$ cat config.mk
export PLATFORM = sky130hd
export DESIGN_NAME = i2s_tx
export DESIGN_NICKNAME = d
export VERILOG_FILES = /design/src/rtl/i2s_tx.sv
export SDC_FILE = /design/constraint.sdc
export NUM_CORES = 1
export LEC_CHECK = 0
export BUFFER_PORTS_ARGS = -buffer_cell sky130_fd_sc_hd__buf_4
export CAP_MARGIN = 30
export CORE_MARGIN = 4
export CORE_UTILIZATION = 64
export CTS_BUF_LIST = sky130_fd_sc_hd__clkbuf_4
export DETAILED_ROUTE_END_ITERATION = 16
export GPL_ROUTABILITY_DRIVEN = 1
export PLACE_DENSITY = 0.89
export SKIP_LAST_GASP = 1
export SYNTH_ARGS = -nofsm -noshare
export SYNTH_HDL_FRONTEND = slang
export SYNTH_SLANG_ARGS = --single-unit
export TNS_END_PERCENT = 5
$ cat constraint.sdc
create_clock -name bck -period 3.2 [get_ports bck]
set_input_delay 0.16 -clock bck [delete_from_list [all_inputs] [get_ports bck]]
set_output_delay 0.16 -clock bck [all_outputs]
set_load 0.1 [all_outputs]
$ cat src/rtl/i2s_tx.sv
// I2S slave transmitter: shifts held stereo pairs onto dout, MSB one bck after each lrck edge.
// Latency: frame_start/underrun one posedge after the lrck fall; backpressure via in_ready = holding empty.
module i2s_tx #(
    parameter int WORD_SIZE = 24
) (
    input  logic                 bck,
    input  logic                 rst_n,
    input  logic                 lrck,
    input  logic [WORD_SIZE-1:0] l_din,
    input  logic [WORD_SIZE-1:0] r_din,
    input  logic                 in_valid,
    output logic                 in_ready,
    output logic                 dout,
    output logic                 frame_start,
    output logic                 underrun
);

    localparam int CW = $clog2(WORD_SIZE);

    typedef enum logic [1:0] {UNSYNC, SHIFT, PAD} state_t;

    state_t               r_state, w_state_nxt;
    logic                 r_lrck_q, r_lrck_q_vld;
    logic                 r_hold_full;
    logic [WORD_SIZE-1:0] r_hold_l, r_hold_r;
    logic [WORD_SIZE-1:0] r_act_l, r_act_r;
    logic [WORD_SIZE-1:0] r_shreg, w_shreg_nxt;
    logic [CW-1:0]        r_bitcnt, w_bitcnt_nxt;
    logic                 w_ws_chg, w_frame, w_accept;
    logic [WORD_SIZE-1:0] w_left_word, w_right_word, w_load_word;

    assign w_ws_chg = r_lrck_q_vld & (lrck != r_lrck_q);
    assign w_frame  = w_ws_chg & ~lrck;
    assign w_accept = in_valid & ~r_hold_full;
    assign in_ready = ~r_hold_full;

    // The left word of a new frame comes straight from holding; the right word uses the
    // copy latched at that frame's left start, so a refill mid-frame never splits a pair.
    assign w_left_word  = r_hold_full ? r_hold_l : '0;
    assign w_right_word = r_act_r;
    assign w_load_word  = lrck ? w_right_word : w_left_word;

    always_comb begin
        w_state_nxt  = r_state;
        w_shreg_nxt  = r_shreg;
        w_bitcnt_nxt = r_bitcnt;
        case (r_state)
            UNSYNC: begin
                w_shreg_nxt = '0;
                if (w_frame) begin
                    w_state_nxt  = SHIFT;
                    w_shreg_nxt  = w_load_word;
                    w_bitcnt_nxt = CW'(WORD_SIZE - 1);
                end
            end
            SHIFT, PAD: begin
                if (w_ws_chg) begin
                    w_state_nxt  = SHIFT;
                    w_shreg_nxt  = w_load_word;
                    w_bitcnt_nxt = CW'(WORD_SIZE - 1);
                end else if (r_state == SHIFT) begin
                    w_shreg_nxt = r_shreg << 1;
                    if (r_bitcnt == '0) begin
                        w_state_nxt = PAD;
                    end else begin
                        w_bitcnt_nxt = r_bitcnt - 1'b1;
                    end
                end else begin
                    w_shreg_nxt = '0;
                end
            end
            default: begin
                w_state_nxt = UNSYNC;
                w_shreg_nxt = '0;
            end
        endcase
    end

    always_ff @(posedge bck or negedge rst_n) begin
        if (!rst_n) begin
            r_state      <= UNSYNC;
            r_shreg      <= '0;
            r_bitcnt     <= '0;
            r_lrck_q     <= 1'b0;
            r_lrck_q_vld <= 1'b0;
            r_hold_full  <= 1'b0;
            r_hold_l     <= '0;
            r_hold_r     <= '0;
            r_act_l      <= '0;
            r_act_r      <= '0;
            frame_start  <= 1'b0;
            underrun     <= 1'b0;
        end else begin
            r_state      <= w_state_nxt;
            r_shreg      <= w_shreg_nxt;
            r_bitcnt     <= w_bitcnt_nxt;
            r_lrck_q     <= lrck;
            r_lrck_q_vld <= 1'b1;
            frame_start  <= w_frame;
            underrun     <= w_frame & ~r_hold_full;
            if (w_frame) begin
                r_act_l <= w_left_word;
                r_act_r <= r_hold_full ? r_hold_r : '0;
            end
            // A pair offered on the frame-start edge itself lands here only after the frame
            // has already latched zeros: no bypass path.
            if (w_accept) begin
                r_hold_full <= 1'b1;
                r_hold_l    <= l_din;
                r_hold_r    <= r_din;
            end else if (w_frame) begin
                r_hold_full <= 1'b0;
            end
        end
    end

    always_ff @(negedge bck or negedge rst_n) begin
        if (!rst_n) begin
            dout <= 1'b0;
        end else begin
            dout <= r_shreg[WORD_SIZE-1];
        end
    end

endmodule

# Yosys cells after proc, flatten, opt, wreduce, memory -nomap -nowiden
# Cells that the tools add are included.
op_classes:
  n_bitwise: 6
  n_addsub: 1
  n_mux: 19
  n_reduce_logical: 7
  n_eq_ne: 7
ops:
  columns: ["op", "n"]
  rows:
  - ["$mux 24", 6]
  - ["$pmux 24 s2", 1]
  - ["$mux 5", 4]
  - ["$pmux 5 s2", 1]
  - ["$ne 3x3->1 const B", 3]
  - ["$mux 2", 4]
  - ["$logic_not 5->1", 1]
  - ["$sub 5x1->5 const B", 1]
  - ["$and 1x1->1", 4]
  - ["$pmux 2 s2", 1]
  - ["$reduce_and 4->1", 1]
  - ["$reduce_bool 2->1", 2]
  - ["$reduce_and 3->1", 1]
  - ["$eq 2x1->1 const B", 1]
  - ["$eq 2x2->1 const B", 1]
  - ["$logic_not 2->1", 1]
  - ["$mux 1", 2]
  - ["$ne 2x2->1 const B", 1]
  - ["$not 1->1", 2]
  - ["$reduce_or 2->1", 1]
  - ["$ne 1x1->1", 1]
totals:
  register_bits: 109
  output_inout_bits: 4
  word_cells: 52

# Logic depth before layout (Yosys ltp)
depth:
  depth_word: 5
  ltp_mapped: 7
  depth_no_buf: 6

==> metrics.md <==
| Metric | Value |
|---|---|
| First-pass GRT wire length | 17,680 um |
| DR pass1 iterations | 4 |
| Multi-input gate area | 0.001607 sq mm |
| FFs w/ async S/R, synth | 1.000 |
| Max-Slew Margin vs Limit | 0.3466 |
| Worst VDD drop | between 0.5 and 0.6 mV |
| Largest area contributor in the netlist | dfrtp_1 |
| Crit-path max cell delay | 0.41 ns |
| Hold Vio Cnt, Final | 0 |
| Final Max Slew Viols | 0 |
| Root Buffer | clkbuf_4 |
| Total setup buffers inserted after CTS | 0 |
| Post-DR vias/cell | between 5 and 6 |
| Status | completed |
| Area Growth Syn to Fin | 25.83% |
| Share of the yosys chip area belonging to registers | 0.6120 |
| Clk pin slew, worst setup/hold paths | 0.18 ns |
| Delay-heaviest family, CP | flip-flops |
| Diodes inserted | 0 |
| Share of the synthesized area in the top cell type | 0.6064 |
| Gp weighted congestion | around 0.78 |
| DRC viols | 0 |
| Congestion Overflow GR | 0 |
| Kind of critical path | flop to output port |
| PD cells | 757.7 mW/mm^2 |
| Post-CTS Resized | 0 |
| CP max stage cell | dfrtn_1 |
| DRT Wirelength | between 10,000 and 15,000 um |
| Worst skew pair latency | between 0.4 and 0.5 ns |
| Worst Setup End Kind | output port |
| PnR Total Power | approximately 4.2 mW |
| FF-to-FF Start | r_state[0] |
| RSZ-0062 raised after global routing | no |
| Pre-CTS setup slack | 0.7921 ns |
| 1st-iter DRT viols | 249 |
| Min-delay worst type | input pin to asynchronous set/reset pin |
| # nets final | around 520 |
| Adder-cell share of the synthesized area | 0.01123 |
| Core footprint | between 0.006 and 0.007 sq mm |
| Setup TNS | 0 ns |
| CTS tree | built |
| Fill count | approximately 350 |
| Starting Density | 0.6560 |
| Hold_ws | approximately 0.14 ns |
| Vias | 3,264 |
| Post-DP HPWL | 6232 um |
| Netlist cell types | 36 |
| Worst setup path startpoint | dout |
| Cell count after synthesis | 360 |
| Post-Synth XOR/XNOR Area | 0.001965 |
| Post-synthesis compound-gate area fraction | 0.1451 |
| Die area | 0.008363 sq mm |
| Nature of the critical path startpoint | flop |
| Final core occ | 0.8254 |
| Max-cap viol count | 0 |
| Wirelength per Cell | ~19 um |
| CTS max path bufs | 2 |
| Vias in the first global route | around 3,500 |
| Slew @ Worst Pin | just under 1 ns |
| Largest family of logic cells by synthesized area | compound AO/OA/AOI/OAI gates |
| Mean post-synth cell area | ~12 sq um |
| Share of cells above drive strength 1 | 0.2759 |
| Cell Area, Synth | 0.004457 sq mm |
| Io pins | 56 |
| Register Area | 0.002728 sq mm |
| Yosys reg bits | about 110 |
| Leakage | 2.533 nW |
| Synth top area cells | dfrtp_1 61%, mux2_2 12%, o2bb2ai_1 4.5%, nand2_1 4.3%, a22oi_1 4.0% |
| Synth Warn # | 0 |
| Worst Path Max Fanout | 1 |
| CTS H-Tree Depth | 3 |
| Syn_nets | 416 |
| Primary FF master, synth | dfrtp_1 |
| Post-DRT Antenna Nets | 0 |
| Post-Synth Simple-Gate Area | 0.07580 |
| Finish-stage setup viols | 0 |
| Initial antenna violation count | 0 |
| Number of synthesized flops with an enable pin | 0 |
| Worst EP arrival | 2.71 ns |
| Count leader, synth | dfrtp_1 |
| Buf/Inv on CP | 1 |
| Num rows | 30 |
| Hold buffer count at cts | 50 |
| Mux share of post-synthesis cell area | 0.1238 |
| Fin worst setup slack | 0.3280 ns |
| Die Width | about 90 um |
| Clock sink count | 109 |
| Fin Clk Skew | 0.04708 ns |
| CTS Buf Count | 9 |
| WP data required | about 3 ns |
| Total track usage | 0.2726 |
| Cells along the critical path | buf_4 |
| PortBufs | 55 |
| Die Ht | around 91 um |
| Synth cell count leaders | 108 x dfrtp_1, 51 x nand2_1, 49 x mux2_2 |
| Largest net degree at the start of global routing | 77 |
[sequential cells by signal (all words and copies together) (netlist names), 2 cells and up]
register	flops
r_act_r	24
r_hold_l	24
r_bitcnt	5
r_shreg	24
r_state	2
r_hold_r	24
[cell families (layout without fill, tap and decap cells)]
logic type               after synthesis  in the layout
AO/OA/AOI/OAI                         91             91
XOR/XNOR                               1              1
adder cells (fa/ha/maj)                4              4
buffers and inverters                 31            135
flip-flops                           109            109
multiplexers                          49             49
other                                  1              1
AND/OR/NAND/NOR                       74             74
[metal layers]
layer  vias to the layer above  track usage  share of wire
li1                       1480            -              -
met1                      1641       0.3619           0.41
met2                       118       0.4449           0.52
met3                        25      0.05965          0.050
met4                         0      0.09548          0.023
met5                         -            0              0
[cell type report]
cell class | instances | area share
Tap cell | 96 | 0.02142
Timing Repair Buffer | 111 | 0.1767
Sequential cell | 109 | 0.4864
Clock buffer | 9 | 0.01205
Inverter | 8 | 0.005355
Clock inverter | 7 | 0.01160
Multi-Input combinational cell | 220 | 0.2865
[power by group]
group          internal, mW  leakage [nW]  total (mW)  switching [mW]
sequential             1.89          1.35        2.23           0.341
combinational         0.658          1.11        1.36           0.700
clock                 0.178        0.0697       0.662           0.484
[per-stage QoR]
step           instance area, sq um  instances
4_1_cts                        5580        559
3_5_place_dp                   4947        493
2_1_floorplan                  4457        360
3_3_place_gp                   4947        493
6_report                       5608        560
5_1_grt                        5608        560
[layout by cell type, fill, tap and decap left out, types with 2 or more instances in the layout]
cell type,n
buf_4,59
ha_1,4
a21oi_1,4
dlygate4sd3_1,50
dfrtp_1,108
a22oi_1,24
o31ai_1,2
a2bb2oi_1,2
o2bb2ai_1,23
a21o_1,2
o21ai_0,25
nand2_1,51
a22o_1,4
nand3b_1,2
nor2b_1,3
nor3_1,3
inv_1,8
nor2_1,6
clkbuf_4,9
mux2_2,49
inv_6,3
[final timing paths]
kind	cells past startpoint	slack, ns	to
min in group bck	3	0.28	r_hold_r[16]
max reg2reg	6	0.86	r_shreg[19]
min	2	0.14	r_hold_l[4]
max in group asynchronous	2	1.18	dout
max	1	0.33	dout
min reg2reg	1	0.48	r_shreg[2]
No activity file was read; power rests on OpenSTA's default activity.
